File: src/rtl/fault_injection_driver_pkg.sv
// fault_injection_driver_pkg: shared sizes, FSM state type and the injection-window rule
package fault_injection_driver_pkg;
    localparam int NUM_INJ = 346;
    localparam int CFG_W = 32;
    localparam int NUM_WORDS = (NUM_INJ + CFG_W - 1) / CFG_W;
    typedef enum logic [1:0] {IDLE, RUN, DONE} fidState_e;
    // A run that ends before injectCycle is reached never injects, whatever the mode.
    function automatic logic injectActive(
        input logic        mode,
        input logic [31:0] cnt,
        input logic [31:0] injectCycle,
        input logic [31:0] runCycles
    );
        return (injectCycle < runCycles) && (mode ? (cnt == injectCycle) : (cnt >= injectCycle));
    endfunction
endpackage

File: src/rtl/fault_injection_driver_if.sv
// fault_injection_driver_if: mask-word configuration channel
interface fault_injection_driver_if #(
    parameter int CFG_W = fault_injection_driver_pkg::CFG_W
);
    logic             cfg_valid;
    logic             cfg_ready;
    logic             cfg_clear;
    logic [CFG_W-1:0] cfg_data;
    modport master(output cfg_valid, cfg_data, cfg_clear, input cfg_ready);
    modport slave(input cfg_valid, cfg_data, cfg_clear, output cfg_ready);
endinterface

File: src/rtl/fid_mask_loader.sv
// fid_mask_loader: word-indexed fault mask register with load index and completeness flag
module fid_mask_loader
    import fault_injection_driver_pkg::*;
#(
    parameter int NUM_INJ = fault_injection_driver_pkg::NUM_INJ,
    parameter int CFG_W   = fault_injection_driver_pkg::CFG_W
) (
    input  logic               clk,
    input  logic               n_reset,
    input  logic               enable,
    input  logic               cfgValid,
    input  logic               cfgClear,
    input  logic [CFG_W-1:0]   cfgData,
    output logic [NUM_INJ-1:0] mask,
    output logic [NUM_INJ-1:0] maskNext,
    output logic               maskValid
);
    localparam int WORDS = (NUM_INJ + CFG_W - 1) / CFG_W;
    localparam int IW = (WORDS > 1) ? $clog2(WORDS) : 1;
    logic [IW-1:0]    index;
    logic [IW-1:0]    indexNext;
    logic [WORDS-1:0] wordHit;
    logic             clear;
    logic             write;
    logic             lastWord;
    logic             maskValidNext;
    assign clear = enable && cfgClear;
    assign write = enable && cfgValid && !clear;
    assign lastWord = (index == IW'(WORDS - 1));
    assign wordHit = write ? (WORDS'(1) << index) : '0;
    // Bits of the last word beyond NUM_INJ-1 have no mask bit and simply drop out here.
    for (genvar b = 0; b < NUM_INJ; b++) begin : g_bit
        assign maskNext[b] = clear ? 1'b0 : (wordHit[b / CFG_W] ? cfgData[b % CFG_W] : mask[b]);
    end
    assign indexNext = clear ? '0 : (write ? (lastWord ? '0 : index + 1'b1) : index);
    assign maskValidNext = clear ? 1'b0 : (maskValid || (write && lastWord));
    // Mask, word index and completeness flag; changes only when enabled (IDLE).
    always_ff @(posedge clk or negedge n_reset) begin
        if (!n_reset) begin
            mask      <= '0;
            index     <= '0;
            maskValid <= 1'b0;
        end else begin
            mask      <= maskNext;
            index     <= indexNext;
            maskValid <= maskValidNext;
        end
    end
endmodule

File: src/rtl/fault_injection_driver.sv
// fault_injection_driver: loads a fault mask and drives it into the CUT over a timed run
module fault_injection_driver
    import fault_injection_driver_pkg::*;
#(
    parameter int NUM_INJ = fault_injection_driver_pkg::NUM_INJ,
    parameter int CFG_W   = fault_injection_driver_pkg::CFG_W
) (
    input  logic                     clk,
    input  logic                     n_reset,
    fault_injection_driver_if.slave  cfg,
    input  logic                     start,
    input  logic                     mode,
    input  logic [31:0]              inject_cycle,
    input  logic [31:0]              run_cycles,
    input  logic                     abort,
    output logic [NUM_INJ-1:0]       injectionVector,
    output logic                     busy,
    output logic                     done,
    output logic                     mask_valid,
    output logic                     start_err
);
    fidState_e          state;
    fidState_e          stateNext;
    logic [31:0]        cnt;
    logic [31:0]        cntNext;
    logic               modeLat;
    logic               modeNext;
    logic [31:0]        injectCycleLat;
    logic [31:0]        injectCycleNext;
    logic [31:0]        runCyclesLat;
    logic [31:0]        runCyclesNext;
    logic               startErrNext;
    logic [NUM_INJ-1:0] mask;
    logic [NUM_INJ-1:0] maskNext;
    logic [NUM_INJ-1:0] vectorNext;
    fid_mask_loader #(.NUM_INJ(NUM_INJ), .CFG_W(CFG_W)) u_loader (
        .clk       (clk),
        .n_reset   (n_reset),
        .enable    (state == IDLE),
        .cfgValid  (cfg.cfg_valid),
        .cfgClear  (cfg.cfg_clear),
        .cfgData   (cfg.cfg_data),
        .mask      (mask),
        .maskNext  (maskNext),
        .maskValid (mask_valid)
    );
    assign cfg.cfg_ready = (state == IDLE);
    assign busy = (state == RUN);
    assign done = (state == DONE);
    // Next state, run counter, parameter latch and the registered injection vector.
    always_comb begin
        stateNext = state;
        cntNext = cnt;
        modeNext = modeLat;
        injectCycleNext = injectCycleLat;
        runCyclesNext = runCyclesLat;
        startErrNext = 1'b0;
        case (state)
            IDLE: begin
                if (start && mask_valid) begin
                    stateNext = RUN;
                    cntNext = '0;
                    modeNext = mode;
                    injectCycleNext = inject_cycle;
                    runCyclesNext = run_cycles;
                end else if (start) begin
                    startErrNext = 1'b1;
                end
            end
            RUN: begin
                if (abort) begin
                    stateNext = IDLE;
                end else if (runCyclesLat == 32'd0 || cnt == runCyclesLat - 32'd1) begin
                    stateNext = DONE;
                end else begin
                    cntNext = cnt + 32'd1;
                end
            end
            default: stateNext = IDLE;
        endcase
        // On the starting edge a word may land in the mask at the same time, so take the updated mask.
        vectorNext = (stateNext == RUN && injectActive(modeNext, cntNext, injectCycleNext, runCyclesNext))
                   ? ((state == IDLE) ? maskNext : mask) : '0;
    end
    // State and run registers; reset clears the injection vector without waiting for a clock.
    always_ff @(posedge clk or negedge n_reset) begin
        if (!n_reset) begin
            state           <= IDLE;
            cnt             <= '0;
            modeLat         <= 1'b0;
            injectCycleLat  <= '0;
            runCyclesLat    <= '0;
            injectionVector <= '0;
            start_err       <= 1'b0;
        end else begin
            state           <= stateNext;
            cnt             <= cntNext;
            modeLat         <= modeNext;
            injectCycleLat  <= injectCycleNext;
            runCyclesLat    <= runCyclesNext;
            injectionVector <= vectorNext;
            start_err       <= startErrNext;
        end
    end
endmodule

File: src/flat_wrapper.sv
// flat-port wrapper written by rule: the top's interface ports become plain ports
module fault_injection_driver_flat import fault_injection_driver_pkg::*;
#(
    parameter int NUM_INJ = fault_injection_driver_pkg::NUM_INJ,
    parameter int CFG_W   = fault_injection_driver_pkg::CFG_W
)
  (clk, n_reset, start, mode, inject_cycle, run_cycles, abort, injectionVector, busy, done, mask_valid, start_err, cfg_cfg_valid, cfg_cfg_data, cfg_cfg_clear, cfg_cfg_ready);
  fault_injection_driver_if #(.CFG_W(CFG_W)) cfg_i ();
  input  logic clk;
  input  logic n_reset;
  input  logic start;
  input  logic mode;
  input  logic [31:0] inject_cycle;
  input  logic [31:0] run_cycles;
  input  logic abort;
  output logic [NUM_INJ-1:0] injectionVector;
  output logic busy;
  output logic done;
  output logic mask_valid;
  output logic start_err;
  input wire logic [$bits(cfg_i.cfg_valid)-1:0] cfg_cfg_valid;
  input wire logic [$bits(cfg_i.cfg_data)-1:0] cfg_cfg_data;
  input wire logic [$bits(cfg_i.cfg_clear)-1:0] cfg_cfg_clear;
  output wire logic [$bits(cfg_i.cfg_ready)-1:0] cfg_cfg_ready;
  assign cfg_i.cfg_valid = cfg_cfg_valid;
  assign cfg_i.cfg_data = cfg_cfg_data;
  assign cfg_i.cfg_clear = cfg_cfg_clear;
  assign cfg_cfg_ready = cfg_i.cfg_ready;
  fault_injection_driver #(.NUM_INJ(NUM_INJ), .CFG_W(CFG_W)) u_core (.clk(clk), .n_reset(n_reset), .cfg(cfg_i), .start(start), .mode(mode), .inject_cycle(inject_cycle), .run_cycles(run_cycles), .abort(abort), .injectionVector(injectionVector), .busy(busy), .done(done), .mask_valid(mask_valid), .start_err(start_err));
endmodule
File: config.mk
export PLATFORM = sky130hd
export DESIGN_NAME = fault_injection_driver_flat
export DESIGN_NICKNAME = d
export VERILOG_FILES = /design/src/rtl/fault_injection_driver_pkg.sv /design/src/rtl/fault_injection_driver_if.sv /design/src/rtl/fid_mask_loader.sv /design/src/rtl/fault_injection_driver.sv /design/src/flat_wrapper.sv
export SDC_FILE = /design/constraint.sdc
export NUM_CORES = 1
export LEC_CHECK = 0
export ABC_CLOCK_PERIOD_IN_PS = 6900
export CAP_MARGIN = 0
export CELL_PAD_IN_SITES_DETAIL_PLACEMENT = 1
export CELL_PAD_IN_SITES_GLOBAL_PLACEMENT = 2
export CORE_UTILIZATION = 36
export DETAILED_ROUTE_END_ITERATION = 7
export MAX_ROUTING_LAYER = met4
export PLACE_DENSITY_LB_ADDON = 0.1
export SYNTH_ARGS = -nofsm -noshare
export SYNTH_HDL_FRONTEND = slang
export SYNTH_HIERARCHICAL = 1
export SYNTH_SLANG_ARGS = --single-unit
File: constraint.sdc
create_clock -name clk -period 6.9 [get_ports clk]
set_input_delay 1.38 -clock clk [delete_from_list [all_inputs] [get_ports clk]]
set_output_delay 1.38 -clock clk [all_outputs]
set_load 0.02 [all_outputs]
==> metrics.yaml, run 1 <==
tns_ps: 0
overflow: 0
fin_ws_ps: 357
ctsHoldBuffers: 0
crit_path_end_kind: "register"
slew_headroom: 0.128
io_buffers: 453
place_hpwl_um: 87700
cts_tree: "yes"
yosysTopAreaCell: "dfrtp_1"
synth-edff-count: 0
leakagePower_nw: 22.2
slew_viol_final: 0
via_per_inst: 5.50
hold_viol: 0
die-width_um: 321
synth_flop_cell: "dfrtp_1"
syn_area_per_cell_um2: 10.5
rows: 116
multiInputGateArea_um2: 15100
path_clk_slew_ps: 60
initial_utilization: 0.365
nNetsFinal: 3959
die_h_um: 321
postSynthCellCount: 3474
worstPathRequired_ps: 7460
synth_common_cells: "dfrtp_1 (797), mux2i_1 (546), nor3_1 (359)"
place_congestion: 0.874
yosysTopAreaCellShare: 0.545
cts_sinks: 797
layout-drive-gt1-share: 0.0694
min_period_ps: 6540
synth.area.top_cells: "dfrtp_1 (54%), mux2i_1 (15%), nor3_1 (4.9%), nand3_1 (3.8%), o21ai_0 (3.4%)"
crit_type: "reg -> reg"
ant_nets: 0
area_delta_synth_final_pct: 24.1
grt_max_degree: 215
worst-path-max-fanout: 76
ir_drop_uv: 162
num_vias: 28700
crit_path_start_kind: "register"
post-synth-top-count-cell: "dfrtp_1"
post-place-cells: 5046
grt_pass1_wl_um: 206000
track_usage: 0.272
ys_seq_elements: 797
core_um2: 100000
clock_path_buffers: 3
wl_per_cell_um: 26.3
final_util: 0.453
setup_viol: 0
rsz0062_at_grt: "no"
power.total_mw: 11.3
drc: 0
yosys.cell_types.count: 71
antenna_found_initial: 5
maxCapViolCount: 0
first_pass_iters: 6
yosysSeqAreaShare: 0.545
tightest_slew_ps: 1300
clock_latency_ps: 670
yosys_warnings: 6
syn-cell-area_um2: 36600
post-route-period-util: 0.948
place_ws_ps: 129
fin_cells: 5221
max_freq_mhz: 153
skew_ps: 29.1
grt_pass1_vias: 31000
p_per_area_nw_per_um2: 250
hp-class: "reg -> reg"
first_iter_violations: 2034
status: "finished, final reports clean"
register_area_um2: 19900
clock-root-buffer: "clkbuf_16"
dieArea_um2: 103000
cts_max_level: 3
ios: 454
synth_nets: 3644
wirelength_um: 137000
fill_cells: 10800
cp.arrival_ps: 7100
cts_made_buffers: 92
async_flop_share: 1.00
flip-flops by register name, summed over array words and instances (netlist names):
register,count
u_core/injectionVector,346
u_core/u_loader/mask,346
u_core/cnt,32
u_core/injectCycleLat,32
u_core/runCyclesLat,32
u_core/u_loader/index,4
u_core/state,2
u_core/modeLat,1
u_core/start_err,1
u_core/u_loader/maskValid,1
power by group:
part	switching, mW	leakage (nW)	internal, mW
Combinational	0.927	9.64	0.435
Sequential	0.157	11.0	4.82
Clock	2.06	1.52	2.95
Total	3.14	22.2	8.20
per-layer routing:
layer	vias up	GRT usage	part of all wire
li1	12800	-	-
met1	15000	0.358	0.44
met2	704	0.435	0.48
met3	203	0.0371	0.041
met4	0	0.0851	0.033
met5	-	-	0
critical path: stages, from the launching register on:
cell and delay [ps]:
dfrtp_1 440, inv_1 120, ha_1 270, nor3b_4 370, nand4_1 290, nor3_1 330, mux2i_1 280, nand4b_1 180
nor4_4 480, o211ai_4 250, buf_4 230, nand3_1 60, or3b_2 460, ha_1 320, nand4_1 110, or3_1 390
nor2_1 250, nand2_1 100, a211oi_1 280, o211ai_1 180, buf_12 220, buf_12 260, nor3_1 320
area by class of cell:
type,count,area share
inverter,76,0.00628
timing repair buffer,539,0.117
sequential,797,0.439
antenna,3,0.000165
tap,1357,0.0374
clock inverter,23,0.00562
multi-input combinational,2283,0.333
clock buffer,143,0.0620
logic make-up after synthesis:
logic type	count (synthesis)	share of synthesized area
adder cells (fa/ha/maj)	67	0.0229
AND/OR/NAND/NOR	1148	0.156
XOR/XNOR	44	0.0105
flip-flops	797	0.545
AO/OA/AOI/OAI	476	0.0704
multiplexers	547	0.150
buffers and inverters	395	0.0463
through the flow:
step           hold WS [ps]  area (µm²)
3_5_place_dp            510       42300
3_3_place_gp            511       42300
6_report                522       45500
2_1_floorplan           441       36600
5_1_grt                 550       45500
4_1_cts                 525       45400
layout by cell type (no fill, tap or decap), types with 26 or more instances in the layout:
| master | instances |
|---|---|
| and3_1 | 26 |
| ha_1 | 67 |
| inv_1 | 76 |
| mux2i_1 | 546 |
| dfrtp_1 | 797 |
| buf_4 | 75 |
| clkdlybuf4s50_1 | 452 |
| nor3_1 | 358 |
| clkbuf_8 | 26 |
| xnor2_1 | 29 |
| nand4_1 | 35 |
| o21ai_0 | 246 |
| a21o_1 | 26 |
| a21oi_1 | 155 |
| nand3_1 | 279 |
| clkbuf_16 | 95 |
| nor2_1 | 38 |
| nand2_1 | 302 |
timing repair:
action                     in CTS  in global routing
gates resized for setup         0                  4
setup endpoints to repair       0                304
setup buffers                   0                  5
path summary, 6_finish.rpt:
kind / from / end / slack, ps / cells after the start
setup / recovery: u_core/runCyclesLat[0] / u_core/injectionVector[92] / 360 / 22
max in group asynchronous: n_reset / u_core/injectionVector[207] / 4500 / 2
setup reg to reg: u_core/runCyclesLat[0] / u_core/injectionVector[92] / 360 / 22
min in group asynchronous: n_reset / u_core/injectionVector[335] / 720 / 1
hold reg to reg: u_core/injectCycleLat[15] / u_core/injectCycleLat[15] / 520 / 2
hold / removal: u_core/injectCycleLat[15] / u_core/injectCycleLat[15] / 520 / 2
Note: power is estimated with default switching activity, not from simulation.
==> run 2, diff against run 1 <==
--- a/config.mk
+++ b/config.mk
@@ -10,7 +10,10 @@
 export CELL_PAD_IN_SITES_DETAIL_PLACEMENT = 1
 export CELL_PAD_IN_SITES_GLOBAL_PLACEMENT = 2
 export CORE_UTILIZATION = 36
+export CTS_CLUSTER_DIAMETER = 40
+export CTS_CLUSTER_SIZE = 10
 export DETAILED_ROUTE_END_ITERATION = 7
+export HOLD_SLACK_MARGIN = 0.08
 export MAX_ROUTING_LAYER = met4
 export PLACE_DENSITY_LB_ADDON = 0.1
 export SYNTH_ARGS = -nofsm -noshare
==> run 2 against run 1 <==
Net effect:
- total power rose by 20%
- sequential cell count did not move
- clock skew fell by 5.1 ps
- combinational power barely moved
- clock power rose by 46%
- sequential share of layout area fell by 1.7 points
- via count rose by 1.2%
- utilization rose by 1.8 points
- final cell count rose by 1.6%
- maximum frequency fell by 0.44%
- non-clock buffer count fell by 5
- die area did not move
- critical path type unchanged
- largest power group unchanged
==> metrics.yaml, run 2 (synthesized netlist as in run 1, its figures left out) <==
status: "finished, final reports clean"
nNetsFinal: 4000  # +1.0%
crit_type: "reg -> reg"
core_um2: 100000  # unchanged
crit_path_start_kind: "register"
antenna_found_initial: 5  # unchanged
cts_max_level: 4  # +1
max_freq_mhz: 152  # -0.44%
min_period_ps: 6570  # +28.6 ps
hp-class: "reg -> reg"
initial_utilization: 0.365  # unchanged
path_delay_family: "simple AND/OR/NAND/NOR gates"
path_clk_slew_ps: 50  # about the same
reg.largest.list: "u_core/injectionVector: 346 flops, u_core/u_loader/mask: 346 flops"
hold_viol: 0  # unchanged
place_congestion: 0.874  # unchanged
num_vias: 29000  # +1.2%
post-route-period-util: 0.952  # +0.00415
maxCapViolCount: 0  # unchanged
final_common_cell: "dfrtp_1"
ios: 454  # unchanged
first_iter_violations: 1929  # -5.2%
track_usage: 0.275  # +0.00274
worst_path_max_delay_cell: "or3b_2"
slew_headroom: 0.130  # +0.00158
die-width_um: 321  # unchanged
wl_per_cell_um: 26.0  # -0.98%
cts_sinks: 797  # unchanged
ctsHoldBuffers: 0  # unchanged
rows: 116  # unchanged
place_hpwl_um: 87700  # unchanged
via_per_inst: 5.48  # -0.40%
tightest_slew_ps: 1300  # -2.36 ps
setup_viol: 0  # unchanged
p_per_area_nw_per_um2: 288  # +15%
tns_ps: 0  # unchanged
rsz0062_at_grt: "no"
power.total_mw: 13.6  # +20%
cts_tree: "yes"
grt_max_degree: 215  # unchanged
grt_pass1_wl_um: 207000  # +0.72%
clock_path_buffers: 3  # unchanged
cp_cell_sequence: "inv_1, ha_1, nor3b_4, nand4_1, or2_1, nor4b_1, o21ai_0, a21oi_1, o211ai_4, buf_4, nand3_1, or3b_2, ha_1, nand4_1, or3_1, nor2_1, nand2_1, a211oi_1, o211ai_1, buf_12, buf_12, nor3_1"
cts_made_buffers: 138  # +50%
area_delta_synth_final_pct: 29.2
ir_drop_uv: 167  # +3.3%
drc: 0  # unchanged
skew_ps: 24.1  # -5.05 ps
worst-path-buf-inv: 4  # unchanged
ant_nets: 0  # unchanged
layout-drive-gt1-share: 0.0905  # +0.0211
cp.arrival_ps: 7180  # +80 ps
fin_cells: 5303  # +1.6%
crit_path_end_kind: "register"
first_pass_iters: 5  # -1
final_cell_mix: "dfrtp_1 (797), mux2i_1 (546), clkdlybuf4s50_1 (452), nor3_1 (357), nand2_1 (302)"
leakagePower_nw: 23.1  # +4.0%
worstPathRequired_ps: 7510  # +50 ps
wirelength_um: 138000  # +0.58%
dieArea_um2: 103000  # unchanged
slowest_delay_ps: 470  # about the same
post-place-cells: 5046  # unchanged
worst-path-max-fanout: 76  # unchanged
overflow: 0  # unchanged
io_buffers: 453  # unchanged
clock-root-buffer: "clkbuf_16"
slew_viol_final: 0  # unchanged
clock_latency_ps: 720  # +50 ps
grt_pass1_vias: 31500  # +1.7%
die_h_um: 321  # unchanged
## run 2: path summary, 6_finish.rpt
| check | start | to | slack [ps] | depth (start not counted) |
|---|---|---|---|---|
| setup / recovery | u_core/runCyclesLat[0] | u_core/injectionVector[92] | 330 | 22 |
| hold / removal | u_core/injectCycleLat[15] | u_core/injectCycleLat[15] | 520 | 2 |
| setup reg to reg | u_core/runCyclesLat[0] | u_core/injectionVector[92] | 330 | 22 |
| hold reg to reg | u_core/injectCycleLat[15] | u_core/injectCycleLat[15] | 520 | 2 |
| max in group asynchronous | n_reset | u_core/cnt[17] | 4600 | 2 |
| min in group asynchronous | n_reset | u_core/injectionVector[335] | 660 | 1 |
## run 2: timing repair
item,in CTS,in global routing
buffers inserted,0,0
resized for setup,0,5
endpoints found under the setup margin,0,300
## run 2: power breakdown
part | internal (mW) | switching, mW | total, mW
clock | 4.83 | 2.46 | 7.29
combinational | 0.434 | 0.930 | 1.36
sequential | 4.83 | 0.158 | 4.98
## run 2: final cells by class
type	instances	area (µm²)
clock inverters	71	982
repair buffers	534	5290
clock buffers	182	3970
flip-flops and latches	797	19900
inverters	76	285
well taps	1357	1700
diodes	3	7.51
fillers	10700	53100
multi-input cells	2283	15100
## run 2: per-stage QoR
stage               hold WS (ps)   util  setup WS [ps]  cell area [µm²]
finish                       522  0.471            328            47300
global route                 546  0.471           7.31            47300
CTS                          523  0.470           58.5            47200
detailed placement           510  0.421            129            42300
global placement             511  0.421            341            42300
floorplan                    441      -           1570            36600
## run 2: layer usage
metal,part of all wire,up-vias,track usage
met5,0,-,-
li1,-,13000,-
met4,0.029,0,0.0886
met3,0.043,210,0.0433
met1,0.44,15100,0.358
met2,0.48,724,0.438
## run 2: worst min-delay path: stages (launching register included)
cell	delay (ps)
dfrtp_1	320
mux2i_1	80
inv_1	90
==> run 3, diff against run 2 <==
--- a/config.mk
+++ b/config.mk
@@ -5,7 +5,7 @@
 export SDC_FILE = /design/constraint.sdc
 export NUM_CORES = 1
 export LEC_CHECK = 0
-export ABC_CLOCK_PERIOD_IN_PS = 6900
+export ABC_CLOCK_PERIOD_IN_PS = 6520
 export CAP_MARGIN = 0
 export CELL_PAD_IN_SITES_DETAIL_PLACEMENT = 1
 export CELL_PAD_IN_SITES_GLOBAL_PLACEMENT = 2
==> constraint.sdc (replaced) <==
create_clock -name clk -period 6.52 [get_ports clk]
set_input_delay 1.304 -clock clk [delete_from_list [all_inputs] [get_ports clk]]
set_output_delay 1.304 -clock clk [all_outputs]
set_load 0.02 [all_outputs]
==> run 3 against run 2 <==
Net effect:
- utilization is 0.42 points higher
- wire length is 0.32% higher
- critical endpoint is now u_core/injectionVector[245]
- total power is 8.1% higher
- count of clock-buffer cells in the layout is 4 lower
- die area stayed put
- critical path depth is 2 lower
- clock skew is 12 ps higher
==> metrics.yaml, run 3 (synthesized netlist as in run 1, its figures left out) <==
status: "finished, final reports clean"
min_period_ps: 6280  # -295 ps
io_buffers: 453  # unchanged
place_congestion: 0.900  # +2.9%
swShare: 0.260  # +0.000635
first_pass_iters: 5  # unchanged
fin_ws_ps: 244  # -84.9 ps
cts_made_buffers: 146  # +5.8%
skew_ps: 35.8  # +11.8 ps
cts_max_level: 4  # unchanged
worst_path_max_delay_cell: "nor3_1"
slowest_delay_ps: 580  # +110 ps
nNetsFinal: 4023  # +0.58%
grt_max_degree: 166  # -23%
final_util: 0.475  # +0.00420
max_freq_mhz: 159  # +4.7%
layout-drive-gt1-share: 0.0991  # +0.00853
num_vias: 29200  # +0.46%
final_common_cell: "dfrtp_1"
post-route-period-util: 0.963  # +0.0103
dieArea_um2: 103000  # unchanged
place_ws_ps: -99.7  # -228 ps
grt_pass1_vias: 31400  # -0.25%
multiInputGateArea_um2: 15100  # about the same
crit_path_end_kind: "register"
cts_tree: "yes"
initial_utilization: 0.365  # unchanged
path_clk_slew_ps: 50  # about the same
p_seq_frac: 0.358  # -0.008
maxCapViolCount: 0  # unchanged
slew_viol_final: 0  # unchanged
reg.largest.list: "u_core/injectionVector: 346 flops, u_core/u_loader/mask: 346 flops"
setup_viol: 0  # unchanged
tightest_slew_ps: 1300  # +1.77 ps
switchingPower_mw: 3.84  # +8.4%
wl_per_cell_um: 26.0  # -0.11%
ir_drop_uv: 165  # -1.6%
area_delta_synth_final_pct: 30.3
die-width_um: 321  # unchanged
slew_headroom: 0.129  # -0.00118
place_hpwl_um: 88900  # +1.3%
antenna_found_initial: 3  # -2
final_cell_mix: "dfrtp_1 (797), mux2i_1 (546), clkdlybuf4s50_1 (452), nor3_1 (355), nand2_1 (302)"
hold_viol: 0  # unchanged
worstPathRequired_ps: 7140  # -370 ps
cp.arrival_ps: 6900  # -280 ps
grt_pass1_wl_um: 207000  # -0.13%
ios: 454  # unchanged
first_iter_violations: 1936  # +0.36%
hp-class: "reg -> reg"
rsz0062_at_grt: "no"
register_area_um2: 19900  # unchanged
drc: 0  # unchanged
leakagePower_nw: 23.3  # +0.87%
overflow: 0  # unchanged
clock_path_buffers: 3  # unchanged
worst-path-max-fanout: 59  # -22%
ant_nets: 0  # unchanged
power_frac_comb: 0.098  # -0.002
cp_cell_sequence: "nor3_1, nand3_1, or4b_1, and4b_1, o21ai_1, o211a_1, o211ai_4, buf_4, nand3_1, or3b_2, ha_1, nand4_1, or3_1, nor2_2, nand2_1, a211oi_2, o211ai_1, clkbuf_16, buf_12, nor3_1"
p_per_area_nw_per_um2: 309  # +7.2%
track_usage: 0.275  # +0.000499
fill_cells: 10700  # -0.76%
clock_latency_ps: 740  # +20 ps
crit_path_start_kind: "register"
core_um2: 100000  # unchanged
wirelength_um: 138000  # +0.32%
ff2ff_setup_slack_ps: 240  # -80 ps
rows: 116  # unchanged
clock-root-buffer: "clkbuf_16"
p_int_mw: 10.9  # +8.0%
power.share.clock: 0.544  # +0.010
crit_type: "reg -> reg"
via_per_inst: 5.48  # about the same
cts_sinks: 797  # unchanged
ctsHoldBuffers: 0  # unchanged
die_h_um: 321  # unchanged
run 3: cell types whose count changed in the layout (fill, tap and decap cells not counted), sizes merged:
cell / delta
o211ai: -1
diode: -1
clkinv: +7
buf: +15
clkbuf: -3
inv: -1
clkinvlp: +6
bufinv: +1
run 3: what timing repair did:
action,CTS,global route
pin swaps,0,3
buffers inserted,0,5
gates resized for setup,2,9
cloned,0,1
endpoints found under the setup margin,116,314
run 3: layout make-up:
class                      count  area share
timing repair buffer         550       0.114
tap                         1357      0.0356
antenna                        2    0.000105
inverter                      76     0.00598
clock buffer                 178      0.0858
multi-input combinational   2282       0.317
clock inverter                84      0.0230
sequential                   797       0.418
run 3: worst max-delay path: cells and delay by family (launching register included):
family	cells	cell delay, ps
buffers and inverters	3	770
adder cells (fa/ha/maj)	1	330
AND/OR/NAND/NOR	11	3290
flip-flops	1	490
AO/OA/AOI/OAI	5	1140
run 3: final timing paths:
check / startpoint / endpoint / cells past startpoint
hold / removal: u_core/injectCycleLat[14] / u_core/injectCycleLat[14] / 2
hold reg to reg: u_core/injectCycleLat[14] / u_core/injectCycleLat[14] / 2
setup / recovery: u_core/runCyclesLat[11] / u_core/injectionVector[245] / 20
min in group asynchronous: n_reset / u_core/u_loader/mask[304] / 1
setup reg to reg: u_core/runCyclesLat[11] / u_core/injectionVector[245] / 20
max in group asynchronous: n_reset / u_core/injectionVector[104] / 2
run 3: per-layer routing:
metal,share of wire,GRT usage
met5,0,-
met4,0.032,0.100
met3,0.046,0.0419
met2,0.49,0.441
met1,0.44,0.354
run 3: through the flow:
stage | total power, mW | instances | hold WS, ps | setup TNS [ps] | instance area, µm²
floorplan | 6.12 | 3474 | 441 | 0 | 36600
global placement | 6.73 | 5056 | 512 | 0 | 42400
detailed placement | 6.79 | 5056 | 502 | -1140 | 42400
CTS | 14.9 | 5318 | 514 | 0 | 47600
global route | 15.3 | 5326 | 557 | 0 | 47700
finish | 14.7 | 5326 | 515 | 0 | 47700
run 3: power groups by stage:
stage	clock (mW)	combinational [mW]	sequential (mW)
floorplan	0	0.839	5.28
global placement	0	1.39	5.34
detailed placement	0	1.44	5.35
CTS	8.16	1.45	5.27
global route	8.38	1.59	5.29
finish	8.02	1.45	5.28
